**src/rtl/ml_dsa_pkg.sv**
```systemverilog
// ml_dsa_pkg
// Shared constants, types and reduction helpers for the ML-DSA NTT datapath.
// Arithmetic is over Z_q with q = 8380417 = 2^23 - 2^13 + 1.
// Contents:
//   DATA_W        coefficient width (23)
//   Q             modulus
//   coeff_t       canonical coefficient type
//   fold1/fold2   partial reductions using 2^23 == 2^13 - 1 (mod q)
//   reduce_final  brings a fold2 result into [0, q-1]
package ml_dsa_pkg;

    localparam int DATA_W  = 23;
    localparam int PROD_W  = 2 * DATA_W;
    localparam int FOLD1_W = 37;
    localparam int FOLD2_W = 27;
    localparam logic [DATA_W-1:0] Q = 23'd8380417;

    typedef logic [DATA_W-1:0] coeff_t;

    // P = lo + hi*2^23 == lo + hi*2^13 - hi. The result is never negative
    // because hi*(2^13-1) >= 0, and stays below 2^23 + 2^36.
    function automatic logic [FOLD1_W-1:0] fold1(input logic [PROD_W-1:0] p);
        logic [FOLD1_W-1:0] lo;
        logic [FOLD1_W-1:0] hi_shl;
        logic [FOLD1_W-1:0] hi;
        lo     = {14'd0, p[22:0]};
        hi_shl = {1'b0, p[45:23], 13'd0};
        hi     = {14'd0, p[45:23]};
        return lo + hi_shl - hi;
    endfunction

    // Second application of the same identity. For a product of canonical
    // operands the high part here is at most about 2^13, so the result fits
    // in 27 bits (below roughly 9q).
    function automatic logic [FOLD2_W-1:0] fold2(input logic [FOLD1_W-1:0] r);
        logic [FOLD2_W-1:0] lo;
        logic [FOLD2_W-1:0] hi_shl;
        logic [FOLD2_W-1:0] hi;
        lo     = {4'd0, r[22:0]};
        hi_shl = {r[36:23], 13'd0};
        hi     = {13'd0, r[36:23]};
        return lo + hi_shl - hi;
    endfunction

    // Subtracting k*q with k = r[26:23] is the same as replacing k*2^23 with
    // k*(2^13-1). Since k*2^23 <= r, k never overshoots, and the remainder is
    // below 2^23 + 15*8191 < 2q, so one conditional subtraction finishes it.
    // The 23-bit subtraction wraps to the correct value whenever it is used.
    function automatic coeff_t reduce_final(input logic [FOLD2_W-1:0] r);
        logic [23:0] rem;
        coeff_t      rem_minus_q;
        rem         = {1'b0, r[22:0]} + ({20'd0, r[26:23]} * 24'd8191);
        rem_minus_q = rem[22:0] - Q;
        return (rem >= {1'b0, Q}) ? rem_minus_q : rem[22:0];
    endfunction

endpackage

```
**src/rtl/mod_mul.sv**
```systemverilog
// mod_mul
// Pipelined modular multiplier t = zeta * b mod q, exact (no Montgomery factor).
// Latency 3: operands sampled at edge k, t valid after edge k+2.
// Ports:
//   clk   in   clock, rising edge
//   b     in   23-bit canonical multiplicand
//   zeta  in   23-bit canonical twiddle
//   t     out  23-bit canonical product mod q
// The datapath carries no valid bits and needs no reset; qualification is
// done by the enclosing unit.
module mod_mul
    import ml_dsa_pkg::*;
(
    input  logic              clk,
    input  logic [DATA_W-1:0] b,
    input  logic [DATA_W-1:0] zeta,
    output logic [DATA_W-1:0] t
);

    logic [PROD_W-1:0]  prod_q;
    logic [FOLD1_W-1:0] fold1_q;
    coeff_t             t_q;

    // Stage 1 registers the full product, stage 2 the first fold, stage 3
    // the second fold together with the final correction.
    always_ff @(posedge clk) begin
        prod_q  <= {23'd0, zeta} * {23'd0, b};
        fold1_q <= fold1(prod_q);
        t_q     <= reduce_final(fold2(fold1_q));
    end

    assign t = t_q;

endmodule

```
**src/rtl/bt_unit.sv**
```systemverilog
// bt_unit
// Cooley-Tukey butterfly over Z_q:
//   t = zeta*B mod q, A_out = (A + t) mod q, B_out = (A - t) mod q.
// Fully pipelined, one operation per cycle, latency 4 cycles.
// Ports:
//   clk    in   clock, rising edge
//   reset  in   synchronous active-high; flushes in-flight ops, zeroes outputs
//   en     in   request; A_in/B_in/zeta sampled on every edge with en=1
//   A_in   in   23-bit canonical coefficient A
//   B_in   in   23-bit canonical coefficient B
//   zeta   in   23-bit canonical twiddle
//   A_out  out  (A + zeta*B) mod q, holds until the next result
//   B_out  out  (A - zeta*B) mod q, holds until the next result
//   valid  out  one-cycle pulse per accepted op, aligned with A_out/B_out
module bt_unit
    import ml_dsa_pkg::*;
(
    input  logic              clk,
    input  logic              reset,
    input  logic              en,
    input  logic [DATA_W-1:0] A_in,
    input  logic [DATA_W-1:0] B_in,
    input  logic [DATA_W-1:0] zeta,
    output logic [DATA_W-1:0] A_out,
    output logic [DATA_W-1:0] B_out,
    output logic              valid
);

    logic [3:0]  vld_pipe;
    coeff_t      a_d0;
    coeff_t      a_d1;
    coeff_t      a_d2;
    coeff_t      t_val;
    logic [23:0] sum_raw;
    logic [23:0] diff_raw;
    coeff_t      sum_fix;
    coeff_t      diff_fix;

    mod_mul u_mod_mul (
        .clk  (clk),
        .b    (B_in),
        .zeta (zeta),
        .t    (t_val)
    );

    // Only the valid bits are flushed by reset; stale data left in the
    // datapath registers can never reach the outputs without a valid bit.
    always_ff @(posedge clk) begin
        if (reset) begin
            vld_pipe <= 4'd0;
        end else begin
            vld_pipe <= {vld_pipe[2:0], en};
        end
    end

    // A travels three stages so it meets its own t, then the raw sum and
    // difference are registered before correction.
    always_ff @(posedge clk) begin
        a_d0     <= A_in;
        a_d1     <= a_d0;
        a_d2     <= a_d1;
        sum_raw  <= {1'b0, a_d2} + {1'b0, t_val};
        diff_raw <= {1'b0, a_d2} - {1'b0, t_val};
    end

    // sum_raw lies in [0, 2q-2] and diff_raw in (-q, q); the 23-bit
    // corrections wrap to the right value whenever they are selected.
    assign sum_fix  = sum_raw[22:0] - Q;
    assign diff_fix = diff_raw[22:0] + Q;

    always_ff @(posedge clk) begin
        if (reset) begin
            valid <= 1'b0;
            A_out <= '0;
            B_out <= '0;
        end else begin
            valid <= vld_pipe[3];
            if (vld_pipe[3]) begin
                A_out <= (sum_raw >= {1'b0, Q}) ? sum_fix : sum_raw[22:0];
                B_out <= diff_raw[23] ? diff_fix : diff_raw[22:0];
            end
        end
    end

endmodule

```
**config.mk**
```make
export PLATFORM = sky130hd
export DESIGN_NAME = bt_unit
export DESIGN_NICKNAME = d
export VERILOG_FILES = /design/src/rtl/ml_dsa_pkg.sv /design/src/rtl/mod_mul.sv /design/src/rtl/bt_unit.sv
export SDC_FILE = /design/constraint.sdc
export NUM_CORES = 2
export LEC_CHECK = 0
export CAP_MARGIN = 20
export CORE_MARGIN = 2
export CORE_UTILIZATION = 35
export CTS_BUF_LIST = sky130_fd_sc_hd__clkbuf_4 sky130_fd_sc_hd__clkbuf_8 sky130_fd_sc_hd__clkbuf_16
export DETAILED_ROUTE_END_ITERATION = 7
export GPL_TIMING_DRIVEN = 0
export MAX_ROUTING_LAYER = met4
export SKIP_CTS_REPAIR_TIMING = 1
export SKIP_LAST_GASP = 1
export SLEW_MARGIN = 30
export SYNTH_ARGS = -nofsm -noshare
export SYNTH_HDL_FRONTEND = slang
export SYNTH_SLANG_ARGS = --single-unit
```
**constraint.sdc**
```tcl
create_clock -name clk -period 25.7 [get_ports clk]
set_clock_uncertainty 0.05 [all_clocks]
set_input_delay 6.425 -clock clk [delete_from_list [all_inputs] [get_ports clk]]
set_output_delay 6.425 -clock clk [all_outputs]
set_load 0.02 [all_outputs]
```
==> run metrics <==
Clock Tree Buf Depth=3; initial antenna violation count=0; First-pass DRT Iterations=5; Final Hold Fails=0; nets=4,556; layout cell share with drive strength beyond 1=2.14%; Routed WL=87,900 µm; CTS buffer count=29; Slew @ Worst Pin=1100 ps; Unique masters post-synth=71; DRC=0; register area share after synthesis=17.2%; worst reg-to-reg setup slack=15,820 ps; final setup fails=0; Die X=~310 µm; via density per instance=a little under 5; synthesis warning total=0; RSZ-0062 raised after global routing=no; first-pass GRT wire length=136,000 µm; post-layout min period=14,660 ps; status=completed; FF+latch count, synth=roughly 270; Mapped Avg Cell Area=9.04 µm²; largest net degree at the start of global routing=15; CP Launch Type=input pin; Die H=305 µm; via count=23,800; area grow syn2layout=11.6%; number of synthesized flops with an enable pin=0; grt ovf=0; clk root buf=clkbuf_16; Final period util=a little under three fifths; Arr. time, crit path=roughly 15,000 ps; CORE AREA=~90,000 µm²; vias in the first global route=24,300; CTS tree=built; Critical Path RT=approximately 26,000 ps; GRT Total Usage=between 10% and 20%; initial core utilization=a little over a third; WL per Instance=18.1 µm; Filler cells=9,166; max cap viols=0; gpl congestion=0.950; CTS H-tree depth=1; Max Slew Vio Count=0; Mapped Nets=4,408; clock-pin slew on the worst setup and hold paths=60 ps; # diodes=0; crit end category=flop; worst-path fanout max=10; Hold/Removal Path Class=reg2reg; Worst slew margin=around 27%; crit path kind=in2reg; Peak Freq=0.0682 GHz; die footprint=93,200 µm²; asr flop ratio synth=0%; Post-Syn Area=31,800 µm²; Antenna Violating Nets Remaining=0; # IOs=119; WHS=275 ps; total negative setup slack=0 ps; Clk Latency, worst-skew pair=just under 600 ps; Syn Inst Count=3,516; Main synth FF type=dfxtp_1; clk sinks=approximately 270; drt initial violations=around 1,200; port buffer count=117; DP HPWL=74,500 µm; Rows=110
kinds of logic (layout without fill, tap and decap cells):
family / Yosys count / after routing / share of synthesized area, %
DFF: 273 / 273 / 17.2
buffers and inverters: 795 / 965 / 9.42
xor gates and xnor gates: 209 / 209 / 5.81
adders and majority gates: 820 / 820 / 43.4
AOI/OAI and AO/OA: 445 / 445 / 9.28
and+or+nand+nor: 970 / 970 / 14.8
muxes: 4 / 4 / 0.130
path summary, 6_finish.rpt:
| check | to | start | depth (start not counted) |
|---|---|---|---|
| worst max register to register | u_mod_mul.t[12] | u_mod_mul.fold1_q[28] | 33 |
| worst min register to register | a_d2[14] | a_d1[14] | 0 |
| worst min-delay path | a_d2[14] | a_d1[14] | 0 |
| worst max-delay path | u_mod_mul.prod_q[45] | zeta[18] | 25 |
layout make-up:
type                            instances  area (µm²)  area share, %
Sequential cell                       273        5470           15.4
Timing Repair Buffer                  117        1170           3.30
Buffer                                122         468           1.32
Clock buffer                           37         805           2.27
Clock inverter                         16         225          0.635
Inverter                              673        2530           7.13
Tap cell                             1176        1470           4.15
Multi-Input combinational cell       2448       23300           65.8
worst max-delay path, cell delays in order:
cell and delay, ps:
clkdlybuf4s50_1 770, clkbuf_1 800, nand2_1 180, fa_1 540, fa_1 490, inv_1 50, fa_1 540, inv_1 60
fa_1 480, fa_1 510, fa_1 490, inv_1 50, fa_1 430, ha_1 360, and2_1 190, a221o_1 300
a21o_1 180, nor3_1 220, nand2_1 150, a211oi_1 610, a21oi_1 260, a221oi_1 540, o21ai_0 170, a21oi_1 190
xnor2_1 120
flip-flops by register name, summed over array words and instances, names as in the netlist:
register	count
u_mod_mul.prod_q	46
u_mod_mul.fold1_q	37
diff_raw	24
A_out	23
B_out	23
a_d0	23
a_d1	23
a_d2	23
sum_raw	23
u_mod_mul.t	23
vld_pipe	4
valid	1
metrics by stage:
stage                     setup slack [ps]  std cells  utilization [%]  area [µm²]
after floorplan                      12630       3516                -       31800
after global placement               10550       4809             38.2       34400
after detailed placement             10560       4809             38.2       34400
after CTS                            11170       4862             39.4       35500
after global routing                 10710       4862             39.4       35500
final                                11040       4862             39.4       35500
synth_stat cells (all sizes together) (15+ instances only):
library cell / number / area (µm²)
clkbuf: 118 / 443
nand2: 406 / 1520
nand4: 15 / 93.8
o21a: 23 / 173
and2: 206 / 1290
nor3: 27 / 135
a211oi: 54 / 405
o21ai: 74 / 370
nand3: 30 / 150
ha: 350 / 4380
a21o: 63 / 473
and3: 25 / 156
nor2: 143 / 537
nor2b: 22 / 138
xor2: 74 / 656
a21oi: 123 / 623
dfxtp: 273 / 5470
inv: 673 / 2530
fa: 470 / 9410
o21bai: 25 / 188
or3: 21 / 131
xnor2: 135 / 1190
nand2b: 24 / 150
nor4: 15 / 100
routing by layer:
metal  share of wire, %  vias up  track usage, %
met3                5.9      217            2.44
met2                 49      724            33.7
met4                5.0        0            8.52
met5                  0        -               -
li1                   -    11300               -
met1                 40    11500            22.3
cell usage in the layout (no fill, tap or decap), types with 74 or more instances in the layout:
cell type / n
a21oi_1: 121
and2_1: 206
clkbuf_1: 118
clkdlybuf4s50_1: 117
dfxtp_1: 273
fa_1: 470
ha_1: 350
inv_1: 673
nand2_1: 406
nor2_1: 143
o21ai_0: 74
xnor2_1: 134
Power is left out: the tool's default activity adds up to more than one toggle a clock period on the data nets, which glitch-free logic cannot reach.
